File: src/rtl/rst_ctrl_pkg.sv
// Register map and APB offset decode shared by the multi-core reset/boot controller.
package rst_ctrl_pkg;

   localparam int unsigned MAX_CORES = 8;

   localparam logic [7:0] OFS_HOLD      = 8'h00;
   localparam logic [7:0] OFS_SWRST     = 8'h04;
   localparam logic [7:0] OFS_STATUS    = 8'h08;
   localparam logic [7:0] OFS_BOOT_BASE = 8'h10;
   localparam logic [7:0] OFS_BOOT_END  = OFS_BOOT_BASE + 8'(4 * MAX_CORES);

   typedef enum logic [2:0] {
      SEL_NONE,
      SEL_HOLD,
      SEL_SWRST,
      SEL_STATUS,
      SEL_BOOT
   } reg_sel_e;

   typedef struct packed {
      reg_sel_e   sel;
      logic [2:0] idx;
   } reg_dec_t;

   // Boot slots beyond the instantiated core count decode as unmapped.
   function automatic reg_dec_t decode_ofs(input logic [7:0] ofs, input int unsigned num_cores);
      reg_dec_t dec;
      dec.sel = SEL_NONE;
      dec.idx = 3'((ofs - OFS_BOOT_BASE) >> 2);
      if (ofs == OFS_HOLD) begin
         dec.sel = SEL_HOLD;
      end else if (ofs == OFS_SWRST) begin
         dec.sel = SEL_SWRST;
      end else if (ofs == OFS_STATUS) begin
         dec.sel = SEL_STATUS;
      end else if ((ofs >= OFS_BOOT_BASE) && (ofs < OFS_BOOT_END) &&
                   (ofs[1:0] == 2'b00) && (32'(dec.idx) < num_cores)) begin
         dec.sel = SEL_BOOT;
      end
      return dec;
   endfunction

endpackage

File: src/rtl/rst_ctrl_multi_rst_stretch.sv
// Per-core reset stretcher: reloadable saturating down-counter with a registered,
// maskable active-low core reset.
import rst_ctrl_pkg::*;

module rst_stretch #(
   parameter int unsigned RST_CYCLES = 16
) (
   input  logic clk,
   input  logic rst_n,
   input  logic load,
   input  logic hold,
   output logic core_rst_no
);

   localparam int unsigned          CNT_W    = $clog2(RST_CYCLES + 1);
   localparam logic [CNT_W-1:0]     CNT_INIT = CNT_W'(RST_CYCLES);

   logic [CNT_W-1:0] cnt_q;
   logic [CNT_W-1:0] cnt_d;
   logic             core_rst_no_q;
   logic             core_rst_no_d;

   // A reload always wins over the decrement of the same cycle.
   always_comb begin
      cnt_d = cnt_q;
      if (load) begin
         cnt_d = CNT_INIT;
      end else if (cnt_q != '0) begin
         cnt_d = cnt_q - CNT_W'(1);
      end
      core_rst_no_d = ~(hold | (cnt_q != '0));
   end

   always_ff @(posedge clk or negedge rst_n) begin
      if (!rst_n) begin
         cnt_q         <= CNT_INIT;
         core_rst_no_q <= 1'b0;
      end else begin
         cnt_q         <= cnt_d;
         core_rst_no_q <= core_rst_no_d;
      end
   end

   assign core_rst_no = core_rst_no_q;

endmodule

File: src/rtl/rst_ctrl_multi.sv
// APB reset/boot controller: per-core boot address registers, a hold mask and
// software-triggered stretched resets driving each core's active-low reset.
import rst_ctrl_pkg::*;

module rst_ctrl_multi #(
   parameter int unsigned PADDR_SIZE        = 32,
   parameter int unsigned PDATA_SIZE        = 32,
   parameter int unsigned NUM_CORES         = 2,
   parameter logic [31:0] DEFAULT_BOOT_ADDR = 32'h1A00_0000,
   parameter int unsigned RST_CYCLES        = 16
) (
   input  logic                    PCLK,
   input  logic                    RESETn,
   input  logic                    PSEL,
   input  logic                    PENABLE,
   input  logic [PADDR_SIZE-1:0]   PADDR,
   input  logic [PDATA_SIZE-1:0]   PWDATA,
   input  logic                    PWRITE,
   output logic [PDATA_SIZE-1:0]   PRDATA,
   output logic                    PREADY,
   output logic                    PSLVERR,
   output logic [32*NUM_CORES-1:0] rst_addr_o,
   output logic [NUM_CORES-1:0]    core_rst_no
);

   // Only core 0 is allowed to boot out of reset.
   localparam logic [NUM_CORES-1:0] HOLD_RST = ~NUM_CORES'(1);

   reg_dec_t             dec;
   logic                 access;
   logic                 err;
   logic                 wr_en;
   logic [31:0]          rdata;
   logic [31:0]          boot_sel;
   logic                 core_run_sel;
   logic [NUM_CORES-1:0] status;
   logic [NUM_CORES-1:0] hold_q;
   logic [NUM_CORES-1:0] hold_d;
   logic [NUM_CORES-1:0] swrst_load;
   logic [31:0]          boot_q [NUM_CORES];
   logic [31:0]          boot_d [NUM_CORES];
   logic                 unused_paddr;

   assign unused_paddr = ^PADDR;
   assign PREADY       = 1'b1;
   assign status       = ~core_rst_no;

   always_comb begin
      dec          = decode_ofs(PADDR[7:0], NUM_CORES);
      access       = PSEL & PENABLE;
      boot_sel     = '0;
      core_run_sel = 1'b0;
      for (int i = 0; i < int'(NUM_CORES); i++) begin
         if (dec.idx == 3'(i)) begin
            boot_sel     = boot_q[i];
            core_run_sel = core_rst_no[i];
         end
      end

      rdata = '0;
      err   = 1'b0;
      case (dec.sel)
         SEL_HOLD:   rdata = 32'(hold_q);
         SEL_SWRST:  rdata = '0;
         SEL_STATUS: begin
            rdata = 32'(status);
            err   = PWRITE;
         end
         // A running core's boot address is locked.
         SEL_BOOT:   begin
            rdata = boot_sel;
            err   = PWRITE & core_run_sel;
         end
         default:    err = 1'b1;
      endcase

      wr_en   = access & PWRITE & ~err;
      PSLVERR = access & err;
      PRDATA  = (access & ~err) ? PDATA_SIZE'(rdata) : '0;
   end

   always_comb begin
      hold_d     = hold_q;
      swrst_load = '0;
      for (int i = 0; i < int'(NUM_CORES); i++) begin
         boot_d[i] = boot_q[i];
      end
      if (wr_en) begin
         case (dec.sel)
            SEL_HOLD:  hold_d     = PWDATA[NUM_CORES-1:0];
            SEL_SWRST: swrst_load = PWDATA[NUM_CORES-1:0];
            SEL_BOOT:  begin
               for (int i = 0; i < int'(NUM_CORES); i++) begin
                  if (dec.idx == 3'(i)) begin
                     boot_d[i] = PWDATA[31:0];
                  end
               end
            end
            default:   ;
         endcase
      end
   end

   always_ff @(posedge PCLK or negedge RESETn) begin
      if (!RESETn) begin
         hold_q <= HOLD_RST;
         for (int i = 0; i < int'(NUM_CORES); i++) begin
            boot_q[i] <= DEFAULT_BOOT_ADDR;
         end
      end else begin
         hold_q <= hold_d;
         for (int i = 0; i < int'(NUM_CORES); i++) begin
            boot_q[i] <= boot_d[i];
         end
      end
   end

   generate
      for (genvar gi = 0; gi < int'(NUM_CORES); gi++) begin : g_core
         assign rst_addr_o[32*gi +: 32] = boot_q[gi];

         rst_stretch #(
            .RST_CYCLES (RST_CYCLES)
         ) u_stretch (
            .clk         (PCLK),
            .rst_n       (RESETn),
            .load        (swrst_load[gi]),
            .hold        (hold_q[gi]),
            .core_rst_no (core_rst_no[gi])
         );
      end
   endgenerate

endmodule
File: config.mk
export PLATFORM = sky130hd
export DESIGN_NAME = rst_ctrl_multi
export DESIGN_NICKNAME = d
export VERILOG_FILES = /design/src/rtl/rst_ctrl_pkg.sv /design/src/rtl/rst_ctrl_multi_rst_stretch.sv /design/src/rtl/rst_ctrl_multi.sv
export SDC_FILE = /design/constraint.sdc
export NUM_CORES = 1
export LEC_CHECK = 0
export CORE_MARGIN = 5
export CORE_UTILIZATION = 46
export CTS_CLUSTER_DIAMETER = 100
export CTS_CLUSTER_SIZE = 12
export DETAILED_ROUTE_END_ITERATION = 10
export PLACE_DENSITY = 0.89
export SYNTH_ARGS = -nofsm -noshare
export SYNTH_HDL_FRONTEND = slang
export SYNTH_HIERARCHICAL = 1
export SYNTH_SLANG_ARGS = --single-unit
File: constraint.sdc
create_clock -name PCLK -period 3.7 [get_ports PCLK]
set_clock_uncertainty 0.15 [all_clocks]
set_input_delay 0.74 -clock PCLK [delete_from_list [all_inputs] [get_ports PCLK]]
set_output_delay 0.74 -clock PCLK [all_outputs]
set_load 0.05 [all_outputs]
# --- Yosys cells after proc, flatten, opt, wreduce, memory -nomap -nowiden ---
# Cells that the tools add are included.
classes:
  bitwise: 12
  muxes: 17
  eq_ne: 7
  n_addsub: 3
  n_reduce_logical: 14
  order_cmp: 3
op_table:
  columns: ["cell", "count"]
  rows:
  - ["32-bit two-way mux", 3]
  - ["32-bit case mux with 3 select lines", 1]
  - ["5-bit two-way mux", 4]
  - ["3-bit two-way mux", 4]
  - ["5-bit nonzero test", 2]
  - ["5-bit by 1-bit subtractor with 5-bit output (second input constant)", 2]
  - ["8-bit by 3-bit equality test with 1-bit output (second input constant)", 1]
  - ["8-bit by 4-bit equality test with 1-bit output (second input constant)", 1]
  - ["8-bit by 5-bit >= comparator with 1-bit output (second input constant)", 1]
  - ["8-bit logical NOT", 1]
  - ["8-bit by 6-bit < comparator with 1-bit output (second input constant)", 1]
  - ["1-bit bitwise AND", 6]
  - ["3-bit by 1-bit equality test with 1-bit output (second input constant)", 2]
  - ["3-bit by 2-bit equality test with 1-bit output (second input constant)", 2]
  - ["3-bit AND reduction", 2]
  - ["5-bit subtractor (second input constant)", 1]
  - ["2-bit two-way mux", 2]
  - ["2-bit nonzero test", 2]
  - ["3-bit equality test (second input constant)", 1]
  - ["1-bit logical AND", 3]
  - ["3-bit logical NOT", 1]
  - ["3-bit by 2-bit < comparator with 1-bit output (second input constant)", 1]
  - ["1-bit NOT", 3]
  - ["1-bit case mux with 3 select lines", 1]
  - ["6 further kinds", 8]
totals:
  reg_bits: 78

# --- Depth between registers and ports, before layout ---
# Gate-level depths: netlist (run 1).
logic_depth:
  depth_word: 15
  depth_mapped: 6

# --- Hierarchy ---
# The synthesis (run 1) kept the hierarchy.
by_module_without_submodules:
  columns: ["module", "instances", "cells_per_inst", "seq_area_each_um2", "area_each_um2"]
  rows:
  - ["rst_ctrl_multi", 1, 251, 1660.3, 3438.3]
  - ["rst_stretch", 2, 27, 151.4, 281.5]

# --- Worst setup path after synthesis (run 1) ---
# OpenSTA, ideal clock, no wires.
synth_path:
  kind: "input -> output"
  start: "input PADDR[1]"
  end: "output PRDATA[0]"
  arrival_ps: 2804
  setup_slack_ps: 6
  stages: 3
  path_cell_list: "nor4_4 > or4b_1 > nor3_1"
synth_via:
  elab_chain_cells: 14
synth_rtl:
  columns: ["item", "line_no", "text"]
  rows:
  - ["from (decl)", "rst_ctrl_multi.sv:16", "input logic [PADDR_SIZE-1:0] PADDR,"]
  - ["branches (longest 13 deep; another with 5-bit subtractor)", null, null]
  - ["32-bit two-way mux (*)", "rst_ctrl_multi.sv:79", "PRDATA = (access & ~err) ? PDATA_SIZE'(rdata) : '0;"]
  - ["to (decl)", "rst_ctrl_multi.sv:19", "output logic [PDATA_SIZE-1:0] PRDATA,"]
# Every way passes the cells marked *.

# --- Final worst setup path (run 1) ---
layout_path:
  start: "input PADDR[1]"
  end: "output PRDATA[22]"
# The elaborated chain is that of the path after synthesis.

==> out/results.env, run 1 <==
CTS_RESIZED=0
CP_NUM_BUF_INV=3
FP.DIEAREA_UM2=10700
MET2WIRELENGTH_UM=5390
FINAL_PERIOD_MINUS_WORST_SETUP_SLACK_NS=3.55
ROUTE.LAYER.MET1.WL_UM=4210
CRIT_SLOWEST_CELL='sky130_fd_sc_hd__clkdlybuf4s50_1'
START_KIND='input port'
PATH_CELLS='clkdlybuf4s50_1, nor4_4, o211ai_1, buf_4, nor3_1, buf_12'
SYN_INST=305
ASYNC_RESET_FF_FRAC=1.00
CLKTRANSATPATHREGS_NS=0.08
TOTALNEGATIVESETUPSLACK_NS=0
CTS-HTREE-LEVELS=3
UNREPAIRED_SETUP_ENDPOINTS_AFTER_GLOBAL_ROUTING='false'
POWERDENSITY_nW_PER_UM2=351
ROWS=34
NETLIST_AREA_UM2=4000
COREAREA_UM2=8590
CLK_ROOT_BUFFER_CELL='sky130_fd_sc_hd__clkbuf_8'
GP_CONGESTION=0.843
DRV_CAP=0
YOSYSWARNINGCOUNT=6
GRT_PASS1_WL_UM=16500
PORT_BUFFERS=143
HOLD_PATH.STARTPOINT='hold_q[0]$_DFFE_PN0P_'
SYNTHDISTINCTLIBCELLS=44
DRTANTENNAVIOLNETS=0
START_UTIL=0.466
WIRELENGTH_UM=10400
LAYOUT.CELLS.MOST_COMMON_LIST='sky130_fd_sc_hd__clkdlybuf4s50_1, sky130_fd_sc_hd__dfrtp_1, sky130_fd_sc_hd__mux2_2'
WORST_EP_REQUIRED_TIME_NS=2.81
CP-END-KIND='output pin'
SLEW-LIMIT-HEADROOM=0.356
PATH_DEPTH=6
CLOCK_LATENCY_NS=0.33
SYNTHTOLAYOUTAREAGROWTH_PCT=51.6
LARGEST_NET_DEGREE_AT_THE_START_OF_GLOBAL_ROUTING=79
SYNTH.AVG_CELL_AREA_UM2=13.1
REPORT.FINAL.SETUP_VIOL=0
CTS_SINKS=78
SYNTH.YOSYS.SEQ_AREA_SHARE=0.491
TIMING.FINAL.CRIT_SHARE=0.959
FINAL_MAX_SLEW_VIOL_COUNT=0
GRT_ANTENNA_BEFORE_REPAIR=0
GRT_USAGE=0.199
WORSTHOLDENDPOINT='g_core[0].u_stretch/core_rst_no$_DFF_PN0_'
SYNTHESIS.NETS=376
BOUNDARY_PINS=169
DRT-INITIAL-DRC-COUNT=124
VIAS=3028
WORSTHOLDPATHCELLS=1
VDD_DROP_MAX_mV=0.210
MAX-CLOCK-PATH-BUFFERS=2
CTS_HOLD_BUF=0
DRCVIOLATIONCOUNT=0
CTS_TREE='built'
MAXCLOCKFREQUENCY_MHz=282
DRIVE_GT1_FRAC=0.321
DRT-PASS1-ITER-COUNT=4
WORST_PATH_DOMINANT_CELL_FAMILY='buffers and inverters'
DIE_W_UM=103
GLOBAL_ROUTE.OVERFLOW_TOTAL=0
PATH_CLASS='in -> out'
HOLD_VIOLATIONS=0
CHIPHEIGHT_UM=103
WORSTMARGINPINSLEW_NS=0.967
FINAL_COMMON_CELL='sky130_fd_sc_hd__clkdlybuf4s50_1'
FINAL_UTIL=0.706
STATUS='complete, no violations'
POWER.STATIC_LEAKAGE_nW=2.78
NUM_ANTENNA_CELLS=0
CTS-BUFFERS-INSERTED=9
REG2REG_FROM='g_core[1].u_stretch/core_rst_no$_DFF_PN0_'
NUMBER_OF_ENABLE_FLIP_FLOP_CELLS_AFTER_SYNTHESIS=0
REG2REGPATHDEPTH=3
POST_SYNTH_TOP_FLOP='sky130_fd_sc_hd__dfrtp_1'
ROUTE.MET3.WL_UM=752
DRT-WIRELENGTH-PER-CELL_UM=18.5
TIMING.HOLD.WORST.CLASS='reg -> reg'
TOPROUTINGLAYERUSED='met4'
RRSETUPSLACK_NS=1.75
CRIT_FANOUT=14
TIMING.CRITICAL_PATH.SLOWEST_CELL_DELAY_NS=0.44
NETS=521
R2R_END='rst_addr_o[36]$_DFFE_PN0P_'
POSTCTSSETUPBUFFERS=0
SYNTH_SEQ_CELLS=78
GRT_PASS1_VIAS=3370
VIAS_PER_CELL=5.38
DPL.HPWL_UM=7490
ARRIVAL_NS=2.66
==> power by group <==
part	total [mW]	internal [mW]	switching, mW
combinational	0.456	0.211	0.245
sequential	0.977	0.920	0.0569
clock	0.695	0.396	0.299
total	2.13	1.53	0.600
==> area by class of cell <==
type	count	area, um^2
clock inverter	6	85.1
tap	108	135
inverter	8	30.0
timing repair buffer	155	1840
sequential	78	1960
fill	589	2530
multi-input combinational	198	1870
clock buffer	10	138
==> Yosys cell counts (all sizes together) (2+ instances only) <==
master,number,share of area
dfrtp,69,0.43
mux2,69,0.22
nor3,32,0.040
mux2i,30,0.075
buf,15,0.029
dfstp,9,0.059
nor2,9,0.0084
inv,8,0.0075
clkbuf,6,0.0056
nand2,5,0.0047
a211oi,4,0.010
a21oi,4,0.0050
and4b,4,0.010
a211o,3,0.0066
a21o,3,0.0056
or4b,3,0.0075
a31oi,2,0.0031
and2,2,0.0031
ha,2,0.0063
nand3,2,0.0056
nand3b,2,0.0038
nand4b,2,0.0044
nor4b,2,0.0044
or2b,2,0.0038
or3,2,0.0031
xnor2,2,0.0044
==> per-stage QoR <==
step	worst slack (ns)	instance area (um^2)	std cells	hold WS (ns)	total power [mW]
after floorplan	0.00639	4000	305	0.266	1.28
after global placement	0.155	5840	547	0.279	1.42
after detailed placement	0.164	5840	547	0.296	1.45
after CTS	0.145	6070	563	0.306	2.15
after global routing	0.0289	6070	563	0.323	2.23
final	0.150	6070	563	0.302	2.13
==> worst register-to-register path: cells and delay by family (launching register included) <==
family / cells / cell delay, ns
multiplexers: 1 / 0.49
AND/OR/NAND/NOR: 2 / 0.77
flip-flops: 1 / 0.42
==> worst max path at each step <==
stage / from / to / slack, ns
floorplan: PADDR[1] / PRDATA[0] / 0.006
global placement: PADDR[1] / PRDATA[21] / 0.15
detailed placement: PADDR[1] / PRDATA[14] / 0.16
CTS: PADDR[1] / PRDATA[22] / 0.14
global route: PADDR[3] / PRDATA[8] / 0.03
finish: PADDR[1] / PRDATA[22] / 0.15
==> state kept, by name (all words and copies together) (netlist names) <==
name                          flops
g_core.u_stretch/cnt_q           10
hold_q                            2
g_core.u_stretch/core_rst_no      2
rst_addr_o                       64
==> cells by family (layout without fill, tap and decap cells) <==
group           count (synthesis)  after routing  synth area share
mux                            99             99             0.297
flops                          78             78             0.491
simple gates                   76             76             0.125
buf+inv                        29            179            0.0419
compound gates                 18             18            0.0335
fa+ha+maj                       2              2           0.00625
xor+xnor                        2              2           0.00438
other cells                     1              1          0.000937
==> routing by layer <==
| layer | track usage | up-vias |
|---|---|---|
| met5 | 0 | - |
| met4 | 0.0438 | 0 |
| met3 | 0.0624 | 9 |
| met2 | 0.350 | 91 |
| met1 | 0.239 | 1531 |
| li1 | - | 1397 |
Note: power is estimated with default switching activity, not from simulation.
==> run 2, diff against run 1 <==
--- a/config.mk
+++ b/config.mk
@@ -5,12 +5,14 @@
 export SDC_FILE = /design/constraint.sdc
 export NUM_CORES = 1
 export LEC_CHECK = 0
+export ABC_AREA = 1
+export ABC_CLOCK_PERIOD_IN_PS = 3400
 export CORE_MARGIN = 5
-export CORE_UTILIZATION = 46
+export CORE_UTILIZATION = 43
 export CTS_CLUSTER_DIAMETER = 100
 export CTS_CLUSTER_SIZE = 12
 export DETAILED_ROUTE_END_ITERATION = 10
-export PLACE_DENSITY = 0.89
+export PLACE_DENSITY = 0.83
 export SYNTH_ARGS = -nofsm -noshare
 export SYNTH_HDL_FRONTEND = slang
 export SYNTH_HIERARCHICAL = 1
==> constraint.sdc (replaced) <==
create_clock -name PCLK -period 3.4 [get_ports PCLK]
set_clock_uncertainty 0.15 [all_clocks]
set_input_delay 0.68 -clock PCLK [delete_from_list [all_inputs] [get_ports PCLK]]
set_output_delay 0.68 -clock PCLK [all_outputs]
set_load 0.05 [all_outputs]
==> run 2 against run 1 <==
Synthesized cell count increased by 76%. Clock power up 30%. Sequential share of layout area down 1.6 points. Critical path type unchanged. Final cell count increased by 42%. Largest cell class unchanged. Critical endpoint is now PRDATA[23].
==> out/results.env, run 2 <==
NETS=738
WIRELENGTH_UM=13500
RRSETUPSLACK_NS=1.22
GRT_USE_MET1=0.293
CHIPHEIGHT_UM=108
SYNTH_SEQ_CELLS=78
FINAL_PERIOD_MINUS_WORST_SETUP_SLACK_NS=3.31
NUMBER_OF_ENABLE_FLIP_FLOP_CELLS_AFTER_SYNTHESIS=0
TOTALNEGATIVESETUPSLACK_NS=0
REG2REG_FROM='g_core[1].u_stretch/core_rst_no$_DFF_PN0_'
VIAS=4449
DRT-WIRELENGTH-PER-CELL_UM=16.9
PATH_CLASS='in -> out'
WORSTHOLDENDPOINT='g_core[1].u_stretch/cnt_q[4]$_DFFE_PN1P_'
DRV_CAP=0
DRIVE_GT1_FRAC=0.182
POWER.STATIC_LEAKAGE_nW=2.91
LARGEST_NET_DEGREE_AT_THE_START_OF_GLOBAL_ROUTING=79
STATUS='complete, no violations'
FP.DIEAREA_UM2=11600
HOLD_PATH.STARTPOINT='g_core[1].u_stretch/cnt_q[4]$_DFFE_PN1P_'
CTS_SINKS=78
GRT_USE_MET2=0.395
CTS_TREE='built'
WORSTMARGINPINSLEW_NS=0.985
REPORT.POWER.TOTAL_mW=2.43
LAYOUT.CELLS.MOST_COMMON_LIST='sky130_fd_sc_hd__nand2_1, sky130_fd_sc_hd__clkdlybuf4s50_1, sky130_fd_sc_hd__nand4_1'
GRT_PASS1_WL_UM=21600
SYNTHTOLAYOUTAREAGROWTH_PCT=55.2
GLOBALROUTEMET3UTIL=0.0402
VDD_DROP_MAX_mV=0.226
NUM_ANTENNA_CELLS=0
CRIT_FANOUT=16
COREAREA_UM2=9280
TIMING.HOLD.WORST.CLASS='reg -> reg'
CLKTRANSATPATHREGS_NS=0.08
WORST_EP_REQUIRED_TIME_NS=2.57
ROWS=35
SYNTH.YOSYS.SEQ_AREA_SHARE=0.477
START_KIND='input port'
REG2REGPATHDEPTH=11
VIAS_PER_CELL=5.55
MAXCLOCKFREQUENCY_MHz=303
PORT_BUFFERS=143
LARGEST_REGISTER_FFS=64
MAX-CLOCK-PATH-BUFFERS=2
POST_SYNTH_TOP_FLOP='sky130_fd_sc_hd__dfrtp_1'
FINAL.HOLD.WORST_SLACK_NS=0.314
R2R_END='rst_addr_o[53]$_DFFE_PN0P_'
REPORT.FINAL.SETUP_VIOL=0
SYNTHTOPCELLSBYAREA='sky130_fd_sc_hd__dfrtp_1, sky130_fd_sc_hd__nand2_1, sky130_fd_sc_hd__nand4_1'
FINAL_MAX_SLEW_VIOL_COUNT=0
DRT-INITIAL-DRC-COUNT=305
FINAL_COMMON_CELL='sky130_fd_sc_hd__nand2_1'
GRT_MOST_USED_LAYER='met2'
DIE_W_UM=108
CTS-BUFFERS-INSERTED=9
GRT_ANTENNA_BEFORE_REPAIR=0
SYNTHESIS.NETS=608
CP-END-KIND='output pin'
SYNTHDISTINCTLIBCELLS=25
DRCVIOLATIONCOUNT=0
SYNTH_TOP_AREA_FRAC=0.419
NETLIST_AREA_UM2=4120
DPL.HPWL_UM=9440
ARRIVAL_NS=2.48
HOLD_VIOLATIONS=0
YOSYSWARNINGCOUNT=6
WORSTHOLDPATHCELLS=2
SYN_INST=537
DRTANTENNAVIOLNETS=0
DRT-PASS1-ITER-COUNT=5
CTS-HTREE-LEVELS=3
FINAL_DESIGN_AREA_NO_FILL_UM2=6390
CLK_ROOT_BUFFER_CELL='sky130_fd_sc_hd__clkbuf_8'
BOUNDARY_PINS=169
NETLIST_TOP_CELLS_COUNT='sky130_fd_sc_hd__nand2_1, sky130_fd_sc_hd__nand4_1, sky130_fd_sc_hd__dfrtp_1'
SYNTH.AVG_CELL_AREA_UM2=7.67
GP_CONGESTION=0.981
NETLIST.TOP_CELL.BY_AREA='sky130_fd_sc_hd__dfrtp_1'
GRT_PASS1_VIAS=4394
GRT_USAGE=0.229
POSTCTSSETUPBUFFERS=0
POWERDENSITY_nW_PER_UM2=380
SLEW-LIMIT-HEADROOM=0.343
SYNTH.MOST_COMMON_CELL='sky130_fd_sc_hd__nand2_1'
TIMING.FINAL.CRIT_SHARE=0.972
ASYNC_RESET_FF_FRAC=1.00
START_UTIL=0.444
GLOBAL_ROUTE.OVERFLOW_TOTAL=0
DPL_CELL_AREA_UM2=6030
CLOCK_LATENCY_NS=0.33
-- run 2: cell types whose count changed after synthesis, moves of 16 or more --
cell	change
sky130_fd_sc_hd__inv_1	+16
sky130_fd_sc_hd__mux2_2	-37
sky130_fd_sc_hd__mux2_4	-30
sky130_fd_sc_hd__mux2i_1	-30
sky130_fd_sc_hd__nand2_1	+189
sky130_fd_sc_hd__nand3_1	+28
sky130_fd_sc_hd__nand4_1	+70
sky130_fd_sc_hd__nor2_1	+32
sky130_fd_sc_hd__nor3_1	-30
-- run 2: worst max path at each step --
stage,start,to,slack [ns],cells after the start
2_1_floorplan,PADDR[6],PRDATA[28],0.28,10
3_3_place_gp,PADDR[2],PRDATA[1],0.06,13
3_5_place_dp,PADDR[2],PRDATA[5],-0.007,13
4_1_cts,PADDR[2],PRDATA[4],-0.02,13
5_1_grt,PADDR[7],PRDATA[8],-0.007,12
6_report,PADDR[1],PRDATA[23],0.09,12
-- run 2: routing by layer --
metal | routed length, um | vias to the layer above | share of wire
met5 | 0 | - | 0
met4 | 187 | 0 | 0.014
met3 | 841 | 21 | 0.062
met2 | 6980 | 197 | 0.52
met1 | 5520 | 2174 | 0.41
li1 | - | 2057 | -
-- run 2: cells by family after synthesis --
kind of cell               Yosys count  synth area share
and+or+nand+nor                    347             0.378
DFF                                 78             0.477
buffers and inverters               72            0.0781
AOI/OAI and AO/OA                   35            0.0562
xor gates and xnor gates             2           0.00425
adders and majority gates            2           0.00607
other                                1          0.000910
-- run 2: repair_timing --
item | 4_1_cts | 5_1_grt
hold buffers | 0 | 0
gates resized for setup | 0 | 32
setup endpoints to repair | 4 | 33
endpoints found under the hold margin | 0 | 0
-- run 2: area by class of cell --
cell class	instances	area, um^2
flip-flops and latches	78	1960
inverters	32	120
multi-input cells	387	1930
well taps	129	161
clock inverters	6	134
repair buffers	159	1950
fillers	733	2890
clock buffers	10	128
-- run 2: worst max-delay path, stage by stage --
cell and delay [ns]:
sky130_fd_sc_hd__clkdlybuf4s50_1 0.42, sky130_fd_sc_hd__nor2_1 0.17, sky130_fd_sc_hd__nand2_1 0.12, sky130_fd_sc_hd__clkinv_1 0.08
sky130_fd_sc_hd__nand2_1 0.11, sky130_fd_sc_hd__inv_2 0.07, sky130_fd_sc_hd__nor2_1 0.06, sky130_fd_sc_hd__nor2_4 0.11
sky130_fd_sc_hd__nand2_2 0.09, sky130_fd_sc_hd__buf_12 0.16, sky130_fd_sc_hd__nor2_1 0.21, sky130_fd_sc_hd__buf_12 0.17
-- run 2: stage by stage --
| stage | utilization | setup WS, ns | std cells |
|---|---|---|---|
| detailed placement | 0.649 | -0.00705 | 785 |
| global route | 0.688 | -0.00685 | 801 |
| finish | 0.688 | 0.0948 | 801 |
| CTS | 0.677 | -0.0165 | 801 |
| global placement | 0.649 | 0.0556 | 785 |
| floorplan | - | 0.282 | 537 |
-- run 2: power breakdown --
part           switching, mW  total, mW  leakage [nW]  internal (mW)
sequential            0.0534       1.05          1.04          0.997
combinational          0.294      0.475          1.74          0.181
clock                  0.338      0.901         0.130          0.563
==> run 3, diff against run 2 <==
--- a/config.mk
+++ b/config.mk
@@ -6,13 +6,13 @@
 export NUM_CORES = 1
 export LEC_CHECK = 0
 export ABC_AREA = 1
-export ABC_CLOCK_PERIOD_IN_PS = 3400
-export CORE_MARGIN = 5
-export CORE_UTILIZATION = 43
+export ABC_CLOCK_PERIOD_IN_PS = 4200
+export CORE_MARGIN = 4
+export CORE_UTILIZATION = 47
 export CTS_CLUSTER_DIAMETER = 100
 export CTS_CLUSTER_SIZE = 12
 export DETAILED_ROUTE_END_ITERATION = 10
-export PLACE_DENSITY = 0.83
+export PLACE_DENSITY = 0.9
 export SYNTH_ARGS = -nofsm -noshare
 export SYNTH_HDL_FRONTEND = slang
 export SYNTH_HIERARCHICAL = 1
==> constraint.sdc (replaced) <==
create_clock -name PCLK -period 4.2 [get_ports PCLK]
set_clock_uncertainty 0.15 [all_clocks]
set_input_delay 0.84 -clock PCLK [delete_from_list [all_inputs] [get_ports PCLK]]
set_output_delay 0.84 -clock PCLK [all_outputs]
set_load 0.05 [all_outputs]
==> run 3 against run 2 <==
Combinational power down 19%. Critical path depth is 1 higher. Worst hold slack gained 0.00080 ns. Register-to-register slack improved by 0.93 ns. Clock-buffer cell count unchanged. Via count is 0.67% lower. Non-clock buffer count is the same. Sequential share of layout area is 1.2 points higher. First-iteration DRC count fell by 10%. Sequential cell count unchanged. Largest power group unchanged.
==> out/results.env, run 3 (synthesis results as in run 2) <==
STATUS='complete, no violations'
ROWS=33
POSTCTSSETUPBUFFERS=0
CTS-BUFFERS-INSERTED=9
ROUTE.LAYER.MET1.WL_UM=4930
HOLD_PATH.STARTPOINT='g_core[0].u_stretch/cnt_q[4]$_DFFE_PN1P_'
GRT_ANTENNA_BEFORE_REPAIR=0
REPORT.FINAL.SETUP_VIOL=0
TIMING.HOLD.WORST.CLASS='reg -> reg'
LARGEST_NET_DEGREE_AT_THE_START_OF_GLOBAL_ROUTING=79
DRTANTENNAVIOLNETS=0
TOPROUTINGLAYERUSED='met4'
ARRIVAL_NS=2.95
POWER.STATIC_LEAKAGE_nW=2.85
GLOBAL_ROUTE.OVERFLOW_TOTAL=0
GP_CONGESTION=0.799
WORSTHOLDENDPOINT='g_core[0].u_stretch/cnt_q[4]$_DFFE_PN1P_'
DRT-INITIAL-DRC-COUNT=274
CRIT_FANOUT=14
PATH_CLASS='in -> out'
CHIPHEIGHT_UM=102
REG2REG_FROM='g_core[0].u_stretch/core_rst_no$_DFF_PN0_'
DRT-PASS1-ITER-COUNT=5
WORSTHOLDPATHCELLS=2
START_UTIL=0.491
CLK_ROOT_BUFFER_CELL='sky130_fd_sc_hd__clkbuf_8'
FINAL_PERIOD_MINUS_WORST_SETUP_SLACK_NS=3.94
NETS=738
SLEW-LIMIT-HEADROOM=0.345
CTS_RESIZED=0
SYNTHTOLAYOUTAREAGROWTH_PCT=49.2
DRV_CAP=0
REG2REGPATHDEPTH=10
DPL.HPWL_UM=9200
FP.DIEAREA_UM2=10300
CTS_HOLD_BUF=0
TOTALNEGATIVESETUPSLACK_NS=0
WORST_EP_REQUIRED_TIME_NS=3.21
RRSETUPSLACK_NS=2.15
CTS-HTREE-LEVELS=3
DIE_W_UM=102
DPL_CELL_AREA_UM2=5950
VIAS_PER_CELL=5.69
CTS_TREE='built'
LARGEST_REGISTER_FFS=64
TIMING.FINAL.CRIT_SHARE=0.939
CLOCK_LATENCY_NS=0.33
ROUTE.MET3.WL_UM=1120
GRT_PASS1_VIAS=4426
BOUNDARY_PINS=169
DRT-WIRELENGTH-PER-CELL_UM=16.8
DRIVE_GT1_FRAC=0.140
FINAL_DESIGN_AREA_NO_FILL_UM2=6150
FINAL_COMMON_CELL='sky130_fd_sc_hd__nand2_1'
GRT_USAGE=0.255
MAXCLOCKFREQUENCY_MHz=254
VIAS=4419
UNREPAIRED_SETUP_ENDPOINTS_AFTER_GLOBAL_ROUTING='false'
VDD_DROP_MAX_mV=0.256
PORT_BUFFERS=143
FINAL_UTIL=0.733
WIRELENGTH_UM=13100
DRCVIOLATIONCOUNT=0
FINAL.HOLD.WORST_SLACK_NS=0.315
FILLCELLCOUNT=600
WORSTMARGINPINSLEW_NS=0.983
NUM_ANTENNA_CELLS=0
POWERDENSITY_nW_PER_UM2=292
CTS_SINKS=78
R2R_END='rst_addr_o[37]$_DFFE_PN0P_'
CLKTRANSATPATHREGS_NS=0.07
FINAL_MAX_SLEW_VIOL_COUNT=0
LAYOUT.CELLS.MOST_COMMON_LIST='sky130_fd_sc_hd__nand2_1, sky130_fd_sc_hd__clkdlybuf4s50_1, sky130_fd_sc_hd__nand4_1'
HOLD_VIOLATIONS=0
MAX-CLOCK-PATH-BUFFERS=2
MET2WIRELENGTH_UM=6640
CP-END-KIND='output pin'
COREAREA_UM2=8380
GRT_PASS1_WL_UM=21000
START_KIND='input port'
==> run 3: critical path: stages <==
cell	delay (ns)
sky130_fd_sc_hd__clkdlybuf4s50_1	0.58
sky130_fd_sc_hd__inv_1	0.11
sky130_fd_sc_hd__nand2_1	0.07
sky130_fd_sc_hd__nand2_1	0.06
sky130_fd_sc_hd__nand3_1	0.12
sky130_fd_sc_hd__inv_2	0.04
sky130_fd_sc_hd__nand2_1	0.04
sky130_fd_sc_hd__nand2_1	0.07
sky130_fd_sc_hd__nor2_4	0.11
sky130_fd_sc_hd__nand2_2	0.17
sky130_fd_sc_hd__buf_4	0.25
sky130_fd_sc_hd__a21oi_1	0.29
sky130_fd_sc_hd__buf_12	0.18
==> run 3: metal layers <==
| layer | vias up | global-route usage |
|---|---|---|
| li1 | 2056 | - |
| met2 | 234 | 0.422 |
| met4 | 0 | 0.128 |
| met1 | 2099 | 0.316 |
| met5 | - | 0 |
| met3 | 30 | 0.0523 |
==> run 3: stage by stage <==
step           instances  total power, mW  setup slack [ns]
6_report             777             1.79             0.256
5_1_grt              777             1.89             0.107
4_1_cts              777             1.80             0.283
3_5_place_dp         761             1.25             0.283
3_3_place_gp         761             1.22             0.352
2_1_floorplan        537             1.10             0.762
==> run 3: report_power, final <==
group / leakage (nW) / total [mW] / internal (mW) / switching, mW
combinational: 1.71 / 0.387 / 0.147 / 0.240
clock: 0.102 / 0.555 / 0.289 / 0.266
sequential: 1.04 / 0.851 / 0.807 / 0.0437
total: 2.85 / 1.79 / 1.24 / 0.550
==> run 3: worst max-delay path by stage <==
stage	slack [ns]	depth (start not counted)	end	from
after floorplan	0.76	10	PRDATA[28]	PADDR[6]
after global placement	0.35	12	PRDATA[26]	PADDR[3]
after detailed placement	0.28	12	PRDATA[29]	PADDR[3]
after CTS	0.28	12	PRDATA[29]	PADDR[3]
after global routing	0.11	11	PRDATA[26]	PADDR[2]
final	0.26	13	PRDATA[29]	PADDR[2]
==> run 3: area by class of cell <==
| type | instances | area, um^2 | area share |
|---|---|---|---|
| flip-flops and latches | 78 | 1960 | 0.319 |
| clock inverters | 6 | 61.3 | 0.00997 |
| well taps | 105 | 131 | 0.0214 |
| inverters | 32 | 120 | 0.0195 |
| repair buffers | 159 | 1890 | 0.308 |
| multi-input cells | 387 | 1840 | 0.300 |
| clock buffers | 10 | 138 | 0.0224 |
